--- src/rtl/flag_status_register_if.sv ---
// ALU-side bundle for the flag status register.
// Master drives operands and control; slave returns flags.
interface flag_status_register_if #(
    parameter int WIDTH       = 32,
    parameter int COUNT_WIDTH = 8
);
    logic                   In_Valid;
    logic                   Enable;
    logic                   Selection_Sum_Sub;
    logic                   Unsigned_Mode;
    logic [WIDTH-1:0]       Operand_A;
    logic [WIDTH-1:0]       Operand_B;
    logic [WIDTH-1:0]       Result;
    logic                   Carry_Out;
    logic                   Flags_Write;
    logic [3:0]             Flags_In;
    logic                   Clear_Sticky;
    logic                   Out_Valid;
    logic                   Zero;
    logic                   Negative;
    logic                   Carry;
    logic                   Overflow;
    logic                   Overflow_Sticky;
    logic [COUNT_WIDTH-1:0] Overflow_Count;

    modport master (
        output In_Valid, Enable, Selection_Sum_Sub,
        output Unsigned_Mode, Operand_A, Operand_B,
        output Result, Carry_Out, Flags_Write,
        output Flags_In, Clear_Sticky,
        input  Out_Valid, Zero, Negative, Carry,
        input  Overflow, Overflow_Sticky, Overflow_Count
    );

    modport slave (
        input  In_Valid, Enable, Selection_Sum_Sub,
        input  Unsigned_Mode, Operand_A, Operand_B,
        input  Result, Carry_Out, Flags_Write,
        input  Flags_In, Clear_Sticky,
        output Out_Valid, Zero, Negative, Carry,
        output Overflow, Overflow_Sticky, Overflow_Count
    );
endinterface

--- src/rtl/flag_status_register.sv ---
// Registered Z/N/C/V flags for an ALU result, with a
// sticky overflow bit and a saturating overflow counter.
module flag_status_register #(
    parameter int WIDTH       = 32,
    parameter int COUNT_WIDTH = 8
) (
    input logic                   Clock,
    input logic                   Reset,
    flag_status_register_if.slave bus
);
    localparam logic [COUNT_WIDTH-1:0] COUNT_MAX = '1;

    logic [3:0]             flags_d, flags_q;
    logic                   sticky_d, sticky_q;
    logic [COUNT_WIDTH-1:0] count_d, count_q;
    logic                   valid_d, valid_q;

    logic sa, sb, sr;
    logic z, n, c, v_s, v;
    logic capture;

    always_comb begin
        sa = bus.Operand_A[WIDTH-1];
        sb = bus.Operand_B[WIDTH-1];
        sr = bus.Result[WIDTH-1];
        z  = (bus.Result == '0);
        n  = sr;
        // Subtraction inverts carry so C reads as borrow.
        c  = bus.Enable &
             (bus.Selection_Sum_Sub ? ~bus.Carry_Out
                                    : bus.Carry_Out);
        if (bus.Selection_Sum_Sub)
            v_s = (sa != sb) && (sr != sa);
        else
            v_s = (sa == sb) && (sr != sa);
        v = bus.Enable &
            (bus.Unsigned_Mode ? c : v_s);
        capture = bus.In_Valid & ~bus.Flags_Write;
    end

    always_comb begin
        flags_d  = flags_q;
        sticky_d = sticky_q;
        count_d  = count_q;
        valid_d  = capture;

        if (bus.Flags_Write)
            flags_d = bus.Flags_In;
        else if (bus.In_Valid)
            flags_d = {z, n, c, v};

        if (bus.Clear_Sticky) begin
            sticky_d = 1'b0;
            count_d  = '0;
        end

        // A new event in the clear cycle still counts.
        if (capture && v) begin
            sticky_d = 1'b1;
            if (count_d != COUNT_MAX)
                count_d = count_d + 1'b1;
        end
    end

    always_ff @(posedge Clock) begin
        if (Reset) begin
            flags_q  <= '0;
            sticky_q <= 1'b0;
            count_q  <= '0;
            valid_q  <= 1'b0;
        end else begin
            flags_q  <= flags_d;
            sticky_q <= sticky_d;
            count_q  <= count_d;
            valid_q  <= valid_d;
        end
    end

    assign bus.Zero            = flags_q[3];
    assign bus.Negative        = flags_q[2];
    assign bus.Carry           = flags_q[1];
    assign bus.Overflow        = flags_q[0];
    assign bus.Overflow_Sticky = sticky_q;
    assign bus.Overflow_Count  = count_q;
    assign bus.Out_Valid       = valid_q;
endmodule

--- src/flat_wrapper.sv ---
// flat-port wrapper written by rule: the top's interface ports become plain ports
module flag_status_register_flat 
#(
    parameter int WIDTH       = 32,
    parameter int COUNT_WIDTH = 8
)
  (Clock, Reset, bus_In_Valid, bus_Enable, bus_Selection_Sum_Sub, bus_Unsigned_Mode, bus_Operand_A, bus_Operand_B, bus_Result, bus_Carry_Out, bus_Flags_Write, bus_Flags_In, bus_Clear_Sticky, bus_Out_Valid, bus_Zero, bus_Negative, bus_Carry, bus_Overflow, bus_Overflow_Sticky, bus_Overflow_Count);
  flag_status_register_if #(.WIDTH(WIDTH), .COUNT_WIDTH(COUNT_WIDTH)) bus_i ();
  input logic Clock;
  input logic Reset;
  input wire logic [$bits(bus_i.In_Valid)-1:0] bus_In_Valid;
  input wire logic [$bits(bus_i.Enable)-1:0] bus_Enable;
  input wire logic [$bits(bus_i.Selection_Sum_Sub)-1:0] bus_Selection_Sum_Sub;
  input wire logic [$bits(bus_i.Unsigned_Mode)-1:0] bus_Unsigned_Mode;
  input wire logic [$bits(bus_i.Operand_A)-1:0] bus_Operand_A;
  input wire logic [$bits(bus_i.Operand_B)-1:0] bus_Operand_B;
  input wire logic [$bits(bus_i.Result)-1:0] bus_Result;
  input wire logic [$bits(bus_i.Carry_Out)-1:0] bus_Carry_Out;
  input wire logic [$bits(bus_i.Flags_Write)-1:0] bus_Flags_Write;
  input wire logic [$bits(bus_i.Flags_In)-1:0] bus_Flags_In;
  input wire logic [$bits(bus_i.Clear_Sticky)-1:0] bus_Clear_Sticky;
  output wire logic [$bits(bus_i.Out_Valid)-1:0] bus_Out_Valid;
  output wire logic [$bits(bus_i.Zero)-1:0] bus_Zero;
  output wire logic [$bits(bus_i.Negative)-1:0] bus_Negative;
  output wire logic [$bits(bus_i.Carry)-1:0] bus_Carry;
  output wire logic [$bits(bus_i.Overflow)-1:0] bus_Overflow;
  output wire logic [$bits(bus_i.Overflow_Sticky)-1:0] bus_Overflow_Sticky;
  output wire logic [$bits(bus_i.Overflow_Count)-1:0] bus_Overflow_Count;
  assign bus_i.In_Valid = bus_In_Valid;
  assign bus_i.Enable = bus_Enable;
  assign bus_i.Selection_Sum_Sub = bus_Selection_Sum_Sub;
  assign bus_i.Unsigned_Mode = bus_Unsigned_Mode;
  assign bus_i.Operand_A = bus_Operand_A;
  assign bus_i.Operand_B = bus_Operand_B;
  assign bus_i.Result = bus_Result;
  assign bus_i.Carry_Out = bus_Carry_Out;
  assign bus_i.Flags_Write = bus_Flags_Write;
  assign bus_i.Flags_In = bus_Flags_In;
  assign bus_i.Clear_Sticky = bus_Clear_Sticky;
  assign bus_Out_Valid = bus_i.Out_Valid;
  assign bus_Zero = bus_i.Zero;
  assign bus_Negative = bus_i.Negative;
  assign bus_Carry = bus_i.Carry;
  assign bus_Overflow = bus_i.Overflow;
  assign bus_Overflow_Sticky = bus_i.Overflow_Sticky;
  assign bus_Overflow_Count = bus_i.Overflow_Count;
  flag_status_register #(.WIDTH(WIDTH), .COUNT_WIDTH(COUNT_WIDTH)) u_core (.Clock(Clock), .Reset(Reset), .bus(bus_i));
endmodule
--- config.mk ---
export PLATFORM = sky130hd
export DESIGN_NAME = flag_status_register_flat
export DESIGN_NICKNAME = d
export VERILOG_FILES = /design/src/rtl/flag_status_register_if.sv /design/src/rtl/flag_status_register.sv /design/src/flat_wrapper.sv
export SDC_FILE = /design/constraint.sdc
export NUM_CORES = 1
export LEC_CHECK = 0
export CAP_MARGIN = 20
export CORE_ASPECT_RATIO = 0.8
export CORE_MARGIN = 1.5
export CORE_UTILIZATION = 22
export DETAILED_ROUTE_END_ITERATION = 10
export PLACE_DENSITY = 0.86
export SYNTH_ARGS = -nofsm -noshare
export SYNTH_HDL_FRONTEND = slang
export SYNTH_SLANG_ARGS = --single-unit
--- constraint.sdc ---
create_clock -name Clock -period 1.8 [get_ports Clock]
set_input_delay 0.36 -clock Clock [delete_from_list [all_inputs] [get_ports Clock]]
set_output_delay 0.36 -clock Clock [all_outputs]
set_load 0.03 [all_outputs]
* Word level (Yosys, flattened, before mapping)
Cells that the tools add are included.
Word-level totals: register bits 14, input port bits 109, output and inout port bits 14, word-level logic and storage cells 30
Cells by class: add/subtract/negate cells 1, equal/unequal tests 4, multiplexer cells 10, bitwise operators 5, reductions and logical operators 6
Operators by type and width (count):
- 32-bit logical NOT | 1
- 8-bit two-way mux | 3
- 8-bit by 1-bit adder with 8-bit output (second input constant) | 1
- 4-bit two-way mux | 2
- 8-bit inequality test (second input constant) | 1
- 1-bit two-way mux | 5
- 2-bit nonzero test | 2
- 1-bit AND | 3
- 1-bit logical AND | 3
- 1-bit inequality test | 2
- 1-bit NOT | 2
- 1-bit equality test | 1

* Longest topological paths before layout
Gate-level depths: netlist (run 1).
depth after elaboration 7, mapped depth 6, mapped depth without buffers 5

* Least setup slack after synthesis (run 1)
Ideal clock, no wire load.
kind flip-flop to flip-flop, start reg u_core.count_q[0], in the netlist u_core.bus.Overflow_Count[0], end reg u_core.count_q[1], in the netlist u_core.bus.Overflow_Count[1], setup time 0.079 ns, arrival 1.632 ns, data required time 1.721 ns, slack 0.089 ns, stages on the path, launching flop included 5, path buffers 0, clock period less this slack 1.711 ns, cell sequence dfxtp_1 nand4_2 or4_4 and4_4 a211oi_2
On the way: longest elaborated chain between the ends 4, elaborated cells between the ends (all ways) 5, those cells by class 1 x add/sub; 1 x eq/ne; 3 x mux
RTL lines:
- from (decl) | line flag_status_register.sv:15 | logic [COUNT_WIDTH-1:0] count_d, count_q;
- from (signal assigned) | line flag_status_register.sv:74 | count_q <= count_d;
- 8-bit two-way mux * | line flag_status_register.sv:52 | if (bus.Clear_Sticky) begin
- 8-bit by 1-bit adder with 8-bit output / 8-bit inequality test (equally long branches) | line flag_status_register.sv:61, flag_status_register.sv:60
- 8-bit two-way mux * | line flag_status_register.sv:60 | if (count_d != COUNT_MAX)
- 8-bit two-way mux * | line flag_status_register.sv:58 | if (capture && v) begin
Every way passes the cells marked *; elsewhere a longest branch is shown, timed or not. A chain may end at the register's enable or synchronous reset.

* Worst setup path in the final report (run 1)
start reg u_core.count_q[1], in the netlist u_core.bus.Overflow_Count[1], end out bus_Overflow_Count[1]
RTL lines:
- to (decl) | line flat_wrapper.sv:28 | output wire logic [$bits(bus_i.Overflow_Count)-1:0] bus_Overflow_Count;
No word-level cell between the ends.

==> results of run 1 <==
## registers in the layout (all words and copies together), names as in the netlist
register and flops:
u_core.flags_q 4, u_core.bus.Out_Valid 1, u_core.bus.Overflow_Count 8, u_core.bus.Overflow_Sticky 1
## stage by stage
stage,instance area (um2),power [mW],utilization,setup slack (ns)
floorplan,769,0.386,-,0.0889
global placement,1510,0.533,0.470,-0.288
detailed placement,1510,0.536,0.470,-0.297
CTS,1570,0.842,0.489,0.00366
global route,1620,0.882,0.502,-0.00292
finish,1620,0.844,0.502,0.0503
## cell families (layout without fill, tap and decap cells)
family / count (synthesis) / in the layout / synth area share
AND/OR/NAND/NOR: 43 / 43 / 0.353
AO/OA/AOI/OAI: 25 / 25 / 0.203
flip-flops: 14 / 14 / 0.364
buffers and inverters: 5 / 80 / 0.0260
XOR/XNOR: 2 / 2 / 0.0228
multiplexers: 2 / 2 / 0.0309
## cell type report
class                   instances  area [um2]  share of cell area
multi-input cells              72         510               0.316
clock buffers                   4        55.1              0.0341
well taps                      40        50.0              0.0310
flip-flops and latches         14         280               0.174
inverters                       2        7.51             0.00465
repair buffers                 74         712               0.441
## critical path: stages (launching register included)
cell	delay, ns
dfxtp_1	0.34
buf_4	0.14
clkdlybuf4s50_1	0.67
## worst max-delay path by stage
stage	from	end	slack (ns)	depth (start not counted)
2_1_floorplan	u_core.bus.Overflow_Count[0]$_SDFF_PP0_	u_core.bus.Overflow_Count[1]$_SDFF_PP0_	0.09	4
3_3_place_gp	bus_Selection_Sum_Sub	u_core.bus.Overflow_Count[4]$_SDFF_PP0_	-0.29	6
3_5_place_dp	bus_Selection_Sum_Sub	u_core.bus.Overflow_Count[2]$_SDFF_PP0_	-0.30	6
4_1_cts	u_core.bus.Overflow_Count[0]$_SDFF_PP0_	bus_Overflow_Count[0]	0.004	1
5_1_grt	bus_Carry_Out	u_core.bus.Overflow_Count[2]$_SDFF_PP0_	-0.003	6
6_report	u_core.bus.Overflow_Count[1]$_SDFF_PP0_	bus_Overflow_Count[1]	0.05	2
## placed cells by master (no fill, tap or decap), types with 2 or more instances in the layout
master and count:
dfxtp_1 14, nor3b_1 4, a21oi_2 2, clkbuf_8 4, nor3_1 3, nand2_1 4, nand4_1 2, dlymetal6s2s_1 3
nand2b_1 3, or3_1 3, nand2b_4 2, o21ai_1 2, nor4_1 6, o21a_1 2, nand3_1 2, clkdlybuf4s50_1 56
inv_1 2, buf_4 14, nor2_1 4, a21oi_1 13, o21ai_0 2
## power by group
group          internal [mW]  switching, mW
registers              0.317        0.00428
clock network          0.194          0.113
logic                  0.141         0.0751
total                  0.652          0.192
## per-layer routing
layer / up-vias / share of wire / wire length, um / global-route usage
met1: 434 / 0.45 / 1200 / 0.168
li1: 498 / - / - / -
met4: 0 / 0.021 / 55 / 0.0504
met5: - / 0 / 0 / 0
met2: 44 / 0.42 / 1110 / 0.210
met3: 4 / 0.10 / 271 / 0.0634
## timing repair
item,4_1_cts,5_1_grt
setup endpoints to repair,5,10
pin swaps,2,3
cloned,0,0
gates resized for setup,2,9
==> impl_metrics.ini, run 1 <==
[synthesis]
yosys-top-cells-area = dfxtp_1, a21oi_1, nor4_1
ys_async_sr_fraction = 0
synthFlopType = dfxtp_1
ys_seq_area_frac = 0.364
synth_top_area_cell = dfxtp_1
post_synth.cell_area_avg_um2 = 8.46
synth_edf_count = 0
synth-seq-cells = 14
netlist.area_leader.share = 0.364
synth_cell_type_count = 35
syn-num-nets = 200
yosys_warnings = 0
netlist_area_um2 = 769
synth_cells = 91
yosys-top-cells-count = a21oi_1, dfxtp_1, nor4_1, nand2b_1

[timing]
maxSlewViolCount = 0
period_share = 0.972
min_period_ns = 1.75
worstMarginPinSlew_ns = 0.406
finClkSkew_ns = 0.00433
report.final.setup_viol = 0
max_clock_freq_mhz = 572
setup_tns_ns = 0
worst_hold_slack_ns = 0.474
relSlewSlack = 0.727
hold_viol = 0
rsz0062_at_grt = yes

[grt]
antenna_found_initial = 0
grt.total_usage = 0.137
grt_first_pass_wirelength_mm = 4.23
overflow = 0
grt_pass1_vias = 937
grt_start_max_net_pins = 10

[min_path]
min_delay_worst_endpoint = u_core.bus.Overflow_Sticky$_SDFFE_PP0P_
hold_class = reg -> reg
min-delay-start = u_core.bus.Overflow_Sticky$_SDFFE_PP0P_
hold_depth = 2

[routing]
wl_per_cell_um = 12.8
ant_nets = 0
via_per_inst = 4.76
vias = 980
drcViolationCount = 0
wirelength_mm = 2.63
drtIter0Drc = 62
firstDrtPassIters = 4

[cts]
clk_pin_slew_ns = 0.06
cts_tree = yes
cts_max_level = 1
clock_sinks = 14
clock_latency_ns = 0.24
numCtsBuffers = 3
post_cts.repair.setup_buffers = 0
cts_hold_buf = 0
root_buffer = clkbuf_8
clock_path_buffers = 2

[floorplan]
row_count = 18
initial_core_util = 0.239
coreArea_um2 = 3220
dieHeight_um = 55.9
boundaryPins = 123
fp.dieW_um = 69.1
die-area_um2 = 3860

[layout]
drive_gt1_frac = 0.193
nets = 276
fin_cells = 206
antennaDiodeCount = 0
syn2layout_area_growth_pct = 110
num-fill-cells = 306

[worst_setup_path]
worstSetupStartpointType = flop
cp.required_ns = 1.44
crit_arrival_ns = 1.39
r2r_slack_ns = 0.10
crit_type = reg -> out
rr_worst_depth = 6
r2r_end = u_core.bus.Overflow_Count[3]$_SDFF_PP0_
critPathMaxFanout = 5
worstReg2RegStart = u_core.bus.Overflow_Count[0]$_SDFF_PP0_
end_kind = output pin

[run]
max_cap_violations = 0

[outcome]
status = finished clean

[power]
static-leakage-power_nw = 0.593
p_per_area_nw_per_um2 = 522
vdd_drop_max_mv = 0.241

[placed_design]
place_inst = 202
gp_congestion = 0.885
hpwlAfterDp_mm = 2.17
io_buffers = 60
(Power assumes the default switching activity.)
==> inputs of run 2 (changes only) <==
CAP_MARGIN = 40   (was 20)
CORE_ASPECT_RATIO = 1.2   (was 0.8)
GPL_TIMING_DRIVEN = 0   (was default)
==> impl_metrics.ini, run 2 (synthesized netlist as in run 1, its figures left out) <==
[grt]
grt_start_max_net_pins = 11
grt.total_usage = 0.152
antenna_found_initial = 1
overflow = 0
grt_pass1_vias = 980
grt_first_pass_wirelength_mm = 4.43

[cts]
clock_sinks = 14
clk_pin_slew_ns = 0.06
cts_tree = yes
root_buffer = clkbuf_8
cts_max_level = 1
clock_path_buffers = 2
clock_latency_ns = 0.26
numCtsBuffers = 3

[timing]
hold_viol = 0
finClkSkew_ns = 0.000794
maxSlewViolCount = 0
report.final.setup_viol = 0
max_clock_freq_mhz = 578
period_share = 0.961
layout_setup_ws_ns = 0.0702
setup_tns_ns = 0
relSlewSlack = 0.741
worstMarginPinSlew_ns = 0.385
min_period_ns = 1.73
rsz0062_at_grt = no

[worst_setup_path]
worstSetupStartpointType = flop
crit_arrival_ns = 1.37
cp_num_buf_inv = 1
critPathMaxStageDelay_ns = 0.70
critPathMaxFanout = 6
end_kind = output pin
cp_cell_sequence = clkdlybuf4s50_1
crit_type = reg -> out
crit_family = buffers and inverters
critPathSlowestCell = clkdlybuf4s50_1
r2r_slack_ns = 0.11
cp.required_ns = 1.44

[routing]
drtIter0Drc = 21
via_per_inst = 4.96
ant_nets = 0
vias = 957
wl_per_cell_um = 14.1
drcViolationCount = 0
wirelength_mm = 2.72
firstDrtPassIters = 4

[floorplan]
row_count = 23
boundaryPins = 123
dieHeight_um = 67.8
initial_core_util = 0.231
die-area_um2 = 3860
coreArea_um2 = 3340
fp.dieW_um = 57.0

[outcome]
status = finished clean

[layout]
most-common-layout-cells = clkdlybuf4s50_1, a21oi_1, dfxtp_1
syn2layout_area_growth_pct = 94.6
layout_commonest_cell = clkdlybuf4s50_1
nets = 265
drive_gt1_frac = 0.116
post-route-util = 0.449
largest_register_ffs = 8

[placed_design]
hpwlAfterDp_mm = 2.22
io_buffers = 58
gp_congestion = 0.759
post-place-ws_ns = -0.313

[run]
max_cap_violations = 0

[power]
vdd_drop_max_mv = 0.273
p_per_area_nw_per_um2 = 559
static-leakage-power_nw = 0.521

[min_path]
hold_class = in -> reg
## run 2: repair_timing
action                     CTS  global route
hold buffers                 0             0
pin swaps                    1             2
setup endpoints to repair    4             8
gates resized for setup      2             5
hold endpoints to repair     0             0
setup buffers                2             0
## run 2: final timing paths
check,end,depth (start not counted),from
max,bus_Overflow_Count[1],1,u_core.bus.Overflow_Count[1]$_SDFF_PP0_
min,u_core.bus.Out_Valid$_SDFF_PP0_,2,Reset
max reg2reg,u_core.bus.Overflow_Count[3]$_SDFF_PP0_,6,u_core.bus.Overflow_Count[0]$_SDFF_PP0_
min reg2reg,u_core.bus.Overflow_Sticky$_SDFFE_PP0P_,2,u_core.bus.Overflow_Sticky$_SDFFE_PP0P_
## run 2: power by group
group / switching [mW] / total, mW / internal, mW
clock network: 0.127 / 0.322 / 0.195
logic: 0.0703 / 0.193 / 0.123
registers: 0.00406 / 0.321 / 0.317
## run 2: per-layer routing
metal	GRT usage	vias to the layer above	share of wire	routed length, um
met3	0.0805	3	0.16	448
met1	0.169	420	0.39	1060
met5	0	-	0	0
met4	0.0698	0	0.014	39
li1	-	472	-	-
met2	0.241	62	0.43	1170
## run 2: final cells by class
class | count | area, um2
multi-input cells | 72 | 492
plain buffers | 3 | 12.5
well taps | 37 | 46.3
fillers | 315 | 1840
clock buffers | 4 | 55.1
inverters | 2 | 7.51
repair buffers | 60 | 602
diodes | 1 | 2.50
flip-flops and latches | 14 | 280
## run 2: metrics by stage
stage                     hold WS [ns]  cell area, um2  total power [mW]  instances
final                            0.462            1500             0.837        193
after global routing             0.492            1500             0.867        193
after detailed placement         0.480            1400             0.514        186
after floorplan                  0.499             769             0.386         91
after CTS                        0.465            1470             0.843        192
after global placement           0.459            1400             0.512        186
==> inputs of run 3 (changes only) <==
ABC_AREA = 0   (was default)
==> results of run 3 <==
Same layout as run 2: the final DEF is identical, and so are final timing and power.
